**config.mk**
```make
export PLATFORM = sky130hd
export DESIGN_NAME = ofm_pingpong_ctrl_flat
export DESIGN_NICKNAME = d
export VERILOG_FILES = /design/src/rtl/ofm_pingpong_ctrl_pkg.sv /design/src/rtl/ofm_pingpong_ctrl_if.sv /design/src/rtl/ofm_pingpong_ctrl_bank_fsm.sv /design/src/rtl/ofm_pingpong_ctrl.sv /design/src/flat_wrapper.sv
export SDC_FILE = /design/constraint.sdc
export NUM_CORES = 1
export LEC_CHECK = 0
export ABC_CLOCK_PERIOD_IN_PS = 3400
export BUFFER_PORTS_ARGS = -buffer_cell sky130_fd_sc_hd__buf_4
export CORE_ASPECT_RATIO = 0.9
export CORE_MARGIN = 2
export CORE_UTILIZATION = 45
export DETAILED_ROUTE_END_ITERATION = 10
export GPL_ROUTABILITY_DRIVEN = 0
export PLACE_DENSITY = 0.79
export SYNTH_ARGS = -nofsm -noshare
export SYNTH_HDL_FRONTEND = slang
export SYNTH_SLANG_ARGS = --single-unit
```
**constraint.sdc**
```tcl
create_clock -name clk -period 3.4 [get_ports clk]
set_input_delay 0.34 -clock clk [delete_from_list [all_inputs] [get_ports clk]]
set_output_delay 0.34 -clock clk [all_outputs]
set_load 0.02 [all_outputs]
```
**src/rtl/ofm_pingpong_ctrl_pkg.sv**
```systemverilog
// Shared OFM buffer definitions: bank state encoding and output-frame geometry.
// Imported by the ping-pong controller and by anything that sizes a BUFFER bank.
package cnn_buf_pkg;

    typedef enum logic [1:0] {
        EMPTY    = 2'd0,
        FILLING  = 2'd1,
        FULL     = 2'd2,
        DRAINING = 2'd3
    } bank_state_t;

    function automatic int ofm_depth(input int ifm, input int k, input int s, input int p);
        return (ifm - k + 2 * p) / s + 1;
    endfunction

    function automatic int ofm_frame(input int ifm, input int k, input int s, input int p);
        return ofm_depth(ifm, k, s, p) * ofm_depth(ifm, k, s, p);
    endfunction

    // Keeps a one-pixel frame from collapsing the counter to zero bits.
    function automatic int cnt_width(input int n);
        return (n > 1) ? $clog2(n) : 1;
    endfunction

    localparam int OFM_DEPTH = ofm_depth(9, 4, 2, 2);
    localparam int OFM_FRAME = ofm_frame(9, 4, 2, 2);

endpackage

```
**src/rtl/ofm_pingpong_ctrl_if.sv**
```systemverilog
// Producer/consumer and BUFFER-bank signals of the OFM ping-pong controller.
// The controller connects through the slave modport; its environment uses master.
interface ofm_pingpong_ctrl_if #(
    parameter int DATA_WIDTH = 16
);
    logic                  wr_valid;
    logic                  wr_ready;
    logic                  rd_req;
    logic                  frame_ready;
    logic                  we0;
    logic                  we1;
    logic                  re0;
    logic                  re1;
    logic [DATA_WIDTH-1:0] buf0_dout;
    logic [DATA_WIDTH-1:0] buf1_dout;
    logic [DATA_WIDTH-1:0] d_out;
    logic                  d_valid;
    logic                  frame_done;
    logic                  err_ovf;
    logic [7:0]            drop_cnt;

    modport master (
        output wr_valid, rd_req, buf0_dout, buf1_dout,
        input  wr_ready, frame_ready, we0, we1, re0, re1,
               d_out, d_valid, frame_done, err_ovf, drop_cnt
    );

    modport slave (
        input  wr_valid, rd_req, buf0_dout, buf1_dout,
        output wr_ready, frame_ready, we0, we1, re0, re1,
               d_out, d_valid, frame_done, err_ovf, drop_cnt
    );

endinterface

```
**src/rtl/ofm_pingpong_ctrl_bank_fsm.sv**
```systemverilog
// Per-bank lifecycle: EMPTY -> FILLING -> FULL -> DRAINING -> EMPTY.
// Hits are pre-qualified by the top; *_last marks the FRAME-th word of a fill or drain.
module ofm_bank_fsm
    import cnn_buf_pkg::*;
(
    input  logic        clk,
    input  logic        rst_n,
    input  logic        wr_hit,
    input  logic        rd_hit,
    input  logic        wr_last,
    input  logic        rd_last,
    output bank_state_t state
);

    bank_state_t state_q;
    bank_state_t state_d;

    // NOTE: reset is synchronous, so rst_n is sampled only inside the clocked branch.
    always_ff @(posedge clk) begin
        if (!rst_n) state_q <= EMPTY;
        else        state_q <= state_d;
    end

    // NOTE: state_d is defaulted before the case so no path leaves it unassigned (no latch).
    always_comb begin
        state_d = state_q;
        unique case (state_q)
            EMPTY:    if (wr_hit) state_d = wr_last ? FULL : FILLING;
            FILLING:  if (wr_hit && wr_last) state_d = FULL;
            FULL:     if (rd_hit) state_d = rd_last ? EMPTY : DRAINING;
            DRAINING: if (rd_hit && rd_last) state_d = EMPTY;
        endcase
    end

    always_comb state = state_q;

endmodule

```
**src/rtl/ofm_pingpong_ctrl.sv**
```systemverilog
// Ping-pong sequencer for two OFM BUFFER banks between a conv PE and the next layer.
// Build option: define OFM_PPCTRL_ERR_STATUS_EN to enable the err_ovf / drop_cnt logic.
module ofm_pingpong_ctrl
    import cnn_buf_pkg::*;
#(
    parameter int DATA_WIDTH  = 16,
    parameter int IFM_SIZE    = 9,
    parameter int KERNEL_SIZE = 4,
    parameter int STRIDE      = 2,
    parameter int PAD         = 2
) (
    input logic                clk,
    input logic                rst_n,
    ofm_pingpong_ctrl_if.slave bus
);

    localparam int            FRAME = ofm_frame(IFM_SIZE, KERNEL_SIZE, STRIDE, PAD);
    localparam int            CW    = cnt_width(FRAME);
    localparam logic [CW-1:0] LAST  = CW'(FRAME - 1);

    logic                  wr_bank;
    logic                  rd_bank;
    logic [CW-1:0]         wr_cnt;
    logic [CW-1:0]         rd_cnt;
    bank_state_t           bank_st [2];
    logic                  wr_ok;
    logic                  rd_ok;
    logic                  we;
    logic                  re;
    logic                  wr_last;
    logic                  rd_last;
    logic [1:0]            wr_hit;
    logic [1:0]            rd_hit;
    logic                  rd_sel_q;
    logic                  d_valid_q;
    logic                  frame_done_q;
    logic [DATA_WIDTH-1:0] rd_mux;

    // Enables are gated by rst_n so nothing reaches the banks while reset is held.
    always_comb begin
        wr_ok   = rst_n && (bank_st[wr_bank] inside {EMPTY, FILLING});
        rd_ok   = rst_n && (bank_st[rd_bank] inside {FULL, DRAINING});
        we      = bus.wr_valid && wr_ok;
        re      = bus.rd_req && rd_ok;
        wr_last = (wr_cnt == LAST);
        rd_last = (rd_cnt == LAST);
        wr_hit  = '0;
        rd_hit  = '0;
        wr_hit[wr_bank] = we;
        rd_hit[rd_bank] = re;
    end

    for (genvar b = 0; b < 2; b++) begin : g_bank
        ofm_bank_fsm u_fsm (
            .clk    (clk),
            .rst_n  (rst_n),
            .wr_hit (wr_hit[b]),
            .rd_hit (rd_hit[b]),
            .wr_last(wr_last),
            .rd_last(rd_last),
            .state  (bank_st[b])
        );
    end

    // NOTE: sequential state uses non-blocking assignments so every register sees pre-edge values.
    always_ff @(posedge clk) begin
        if (!rst_n) begin
            wr_bank      <= 1'b0;
            rd_bank      <= 1'b0;
            wr_cnt       <= '0;
            rd_cnt       <= '0;
            rd_sel_q     <= 1'b0;
            d_valid_q    <= 1'b0;
            frame_done_q <= 1'b0;
        end else begin
            if (we) begin
                wr_cnt <= wr_last ? '0 : wr_cnt + 1'b1;
                if (wr_last) wr_bank <= ~wr_bank;
            end
            if (re) begin
                rd_cnt <= rd_last ? '0 : rd_cnt + 1'b1;
                if (rd_last) rd_bank <= ~rd_bank;
            end
            // BUFFER data appears one cycle after re, so the bank select is delayed to match.
            rd_sel_q     <= rd_bank;
            d_valid_q    <= re;
            frame_done_q <= re && rd_last;
        end
    end

    always_comb rd_mux = d_valid_q ? (rd_sel_q ? bus.buf1_dout : bus.buf0_dout) : '0;

    assign bus.wr_ready    = wr_ok;
    assign bus.frame_ready = rst_n && ((bank_st[0] inside {FULL, DRAINING}) ||
                                       (bank_st[1] inside {FULL, DRAINING}));
    assign bus.we0         = wr_hit[0];
    assign bus.we1         = wr_hit[1];
    assign bus.re0         = rd_hit[0];
    assign bus.re1         = rd_hit[1];
    assign bus.d_out       = rd_mux;
    assign bus.d_valid     = d_valid_q;
    assign bus.frame_done  = frame_done_q;

`ifdef OFM_PPCTRL_ERR_STATUS_EN
    logic       drop;
    logic       err_q;
    logic [7:0] drop_q;

    assign drop = bus.wr_valid && !wr_ok;

    always_ff @(posedge clk) begin
        if (!rst_n) begin
            err_q  <= 1'b0;
            drop_q <= '0;
        end else if (drop) begin
            err_q <= 1'b1;
            if (drop_q != 8'hFF) drop_q <= drop_q + 8'd1;
        end
    end

    assign bus.err_ovf  = err_q;
    assign bus.drop_cnt = drop_q;
`else
    assign bus.err_ovf  = 1'b0;
    assign bus.drop_cnt = '0;
`endif

endmodule

```
**src/flat_wrapper.sv**
```systemverilog
// flat-port wrapper written by rule: the top's interface ports become plain ports
module ofm_pingpong_ctrl_flat import cnn_buf_pkg::*;
#(
    parameter int DATA_WIDTH  = 16,
    parameter int IFM_SIZE    = 9,
    parameter int KERNEL_SIZE = 4,
    parameter int STRIDE      = 2,
    parameter int PAD         = 2
)
  (clk, rst_n, bus_wr_valid, bus_rd_req, bus_buf0_dout, bus_buf1_dout, bus_wr_ready, bus_frame_ready, bus_we0, bus_we1, bus_re0, bus_re1, bus_d_out, bus_d_valid, bus_frame_done, bus_err_ovf, bus_drop_cnt);
  ofm_pingpong_ctrl_if #(.DATA_WIDTH(DATA_WIDTH)) bus_i ();
  input logic clk;
  input logic rst_n;
  input wire logic [$bits(bus_i.wr_valid)-1:0] bus_wr_valid;
  input wire logic [$bits(bus_i.rd_req)-1:0] bus_rd_req;
  input wire logic [$bits(bus_i.buf0_dout)-1:0] bus_buf0_dout;
  input wire logic [$bits(bus_i.buf1_dout)-1:0] bus_buf1_dout;
  output wire logic [$bits(bus_i.wr_ready)-1:0] bus_wr_ready;
  output wire logic [$bits(bus_i.frame_ready)-1:0] bus_frame_ready;
  output wire logic [$bits(bus_i.we0)-1:0] bus_we0;
  output wire logic [$bits(bus_i.we1)-1:0] bus_we1;
  output wire logic [$bits(bus_i.re0)-1:0] bus_re0;
  output wire logic [$bits(bus_i.re1)-1:0] bus_re1;
  output wire logic [$bits(bus_i.d_out)-1:0] bus_d_out;
  output wire logic [$bits(bus_i.d_valid)-1:0] bus_d_valid;
  output wire logic [$bits(bus_i.frame_done)-1:0] bus_frame_done;
  output wire logic [$bits(bus_i.err_ovf)-1:0] bus_err_ovf;
  output wire logic [$bits(bus_i.drop_cnt)-1:0] bus_drop_cnt;
  assign bus_i.wr_valid = bus_wr_valid;
  assign bus_i.rd_req = bus_rd_req;
  assign bus_i.buf0_dout = bus_buf0_dout;
  assign bus_i.buf1_dout = bus_buf1_dout;
  assign bus_wr_ready = bus_i.wr_ready;
  assign bus_frame_ready = bus_i.frame_ready;
  assign bus_we0 = bus_i.we0;
  assign bus_we1 = bus_i.we1;
  assign bus_re0 = bus_i.re0;
  assign bus_re1 = bus_i.re1;
  assign bus_d_out = bus_i.d_out;
  assign bus_d_valid = bus_i.d_valid;
  assign bus_frame_done = bus_i.frame_done;
  assign bus_err_ovf = bus_i.err_ovf;
  assign bus_drop_cnt = bus_i.drop_cnt;
  ofm_pingpong_ctrl #(.DATA_WIDTH(DATA_WIDTH), .IFM_SIZE(IFM_SIZE), .KERNEL_SIZE(KERNEL_SIZE), .STRIDE(STRIDE), .PAD(PAD)) u_core (.clk(clk), .rst_n(rst_n), .bus(bus_i));
endmodule
```
==> flow_metrics.tcl <==
set metrics [dict create \
    start_util 0.486 \
    ys_seq_area_frac 0.279 \
    grt_pass1_wl_microns 4850 \
    async_flop_share 0 \
    max_freq_mhz 482 \
    core-area_sq_um 2510 \
    dp_slack_ns 1.65 \
    yosys_warnings 0 \
    finalHoldViolations 0 \
    synth_most_common_cell "mux2i_1" \
    ant_nets 0 \
    numCtsBuffers 3 \
    ys_types 34 \
    synth_commonest_cells "mux2i_1 (18), dfxtp_1 (17), nor2b_1 (16)" \
    syn_area_per_cell_sq_um 8.58 \
    layout_min_cycle_time_ns 2.07 \
    synth-edff-count 0 \
    maxSlewHeadroom 0.402 \
    synth_area_sq_um 1220 \
    post_drt_wl_per_cell_microns 14.1 \
    overflow 0 \
    synthCells 142 \
    tns_ns 0 \
    finalCritPeriodShare 0.610 \
    fin_skew_ns 0.00377 \
    cts_root_buffer "clkbuf_4" \
    path_max_fanout 16 \
    hp-start "rst_n" \
    r2r-start "u_core.rd_cnt[0]" \
    critical_path_arrival_ns 1.73 \
    synth_top_area_share 0.279 \
    first_iter_violations 90 \
    port_buffers 59 \
    dieHeight_microns 53.4 \
    grt_setup_unrepaired "no" \
    rows 17 \
    fin_cells 226 \
    antenna_found_initial 0 \
    slew_viol_final 0 \
    worstPathRequired_ns 3.06 \
    vias 1242 \
    syn_to_final_growth_pct 35.2 \
    vias_per_cell 5.50 \
    drive_above_1_share 0.348 \
    timing.rr.end "u_core.rd_cnt[4]" \
    path_class "flip-flop to output pin" \
    reg2reg_depth 5 \
    worstSetupStartpointType "flip-flop" \
    ios 69 \
    synthTopCellsByArea "dfxtp_1 (28%), mux2i_1 (15%), nor2b_1 (8.2%), buf_4 (6.2%), ha_1 (4.1%)" \
    clkLatencyLatePin_ns 0.29 \
    whs_endpoint "u_core.rd_sel_q" \
    min_path_cells 3 \
    r2r_slack_ns 1.91 \
    cts_hold_buf 0 \
    dieArea_sq_um 3140 \
    p_leak_nw 0.704 \
    gr-usage-all-layers 0.201 \
    setup_violations 0 \
    worst_slack_ns 1.33 \
    violations "DRC" \
    max_cap_violations 0 \
    ys.flop_type "dfxtp_1" \
    fp.dieW_microns 58.9 \
    powerDensity_nw_per_um2 225 \
    path_clk_slew_ns 0.09 \
    fin_nets 239 \
    grt_pass1_vias 1102 \
    worstMarginPinSlew_ns 0.896 \
    wl_microns 3180 \
    vdd_ir_drop_max_mv 0.186 \
    hold_class "input port to flip-flop" \
    grt_max_degree 18 \
    cts_tree "done" \
    place_area_sq_um 1620 \
    cts_sinks 17 \
    post_cts_resized 0 \
    first_pass_iters 8 \
    post_cts_buffers 0 \
    dp_hpwl_microns 2570 \
    crit_path_end_kind "output pin" \
    dpl.cell_count 222 \
    cts.path.max_buffers 2 \
    drc 7 \
    fin_area_sq_um 1650 \
    synth_top_area_cell "dfxtp_1" \
    antenna_cells 0 \
    timing.hold.ws_ns 0.381 \
    ys_ff_latch 17 \
    h-tree-depth 1 \
    status "finished with violations" \
]
-- kinds of logic after synthesis --
group / Yosys count / synth area share
simple gates: 49 / 0.242
compound gates: 27 / 0.151
buf+inv: 24 / 0.114
mux: 20 / 0.169
flops: 17 / 0.279
fa+ha+maj: 4 / 0.0411
other cells: 1 / 0.00308
-- state kept, by name, indices dropped and copies added, names as in the netlist --
| signal | flops |
|---|---|
| u_core.wr_bank | 1 |
| u_core.g_bank.u_fsm.state | 2 |
| u_core.wr_cnt | 5 |
| u_core.bus.frame_done | 1 |
| u_core.bus.d_valid | 1 |
| u_core.rd_bank | 1 |
| u_core.rd_cnt | 5 |
| u_core.rd_sel_q | 1 |
-- cell type report --
type | instances | area [sq um]
clock buffers | 4 | 26.3
fillers | 217 | 862
multi-input cells | 109 | 769
flip-flops and latches | 17 | 340
well taps | 28 | 35.0
inverters | 9 | 33.8
repair buffers | 59 | 443
-- metrics by stage --
step	utilization	total power (W)
floorplan	-	0.000241
global route	0.657	0.000392
CTS	0.657	0.000375
global placement	0.646	0.000269
finish	0.657	0.000371
detailed placement	0.646	0.000271
-- metal layers --
metal | global-route usage | routed length, microns | vias up
met2 | 0.343 | 1620 | 53
met1 | 0.250 | 1260 | 579
met3 | 0.0611 | 304 | 2
li1 | - | - | 608
met5 | 0 | 0 | -
met4 | 0.0417 | 4 | 0
-- critical path, stage by stage, from the launching register on --
cell and delay, ns:
dfxtp_1 0.92, mux2i_1 0.30, nor2b_1 0.07, buf_4 0.16
-- power breakdown --
part           leakage (nW)  switching, W  internal (W)
clock network        0.0150     0.0000593     0.0000456
registers             0.137    0.00000112      0.000200
logic                 0.552     0.0000309     0.0000340
-- cell usage in the layout (no fill, tap or decap), drive strengths merged, types with 5 or more instances in the layout --
master	instances
a21oi	5
nor2b	16
nand2	10
mux2i	18
conb	9
nand3	6
inv	9
buf	59
o21ai	6
nor2	5
dfxtp	17
-- worst max path at each step --
stage,startpoint,endpoint,slack [ns],cells after the start
after floorplan,u_core.rd_sel_q,bus_d_out[10],1.97,4
final,u_core.rd_sel_q,bus_d_out[5],1.33,3
after detailed placement,u_core.rd_sel_q,bus_d_out[11],1.65,3
after global routing,u_core.rd_sel_q,bus_d_out[11],1.22,3
after CTS,u_core.rd_sel_q,bus_d_out[11],1.32,3
after global placement,u_core.rd_sel_q,bus_d_out[13],1.71,3
Power figures use the tool's default switching activity.
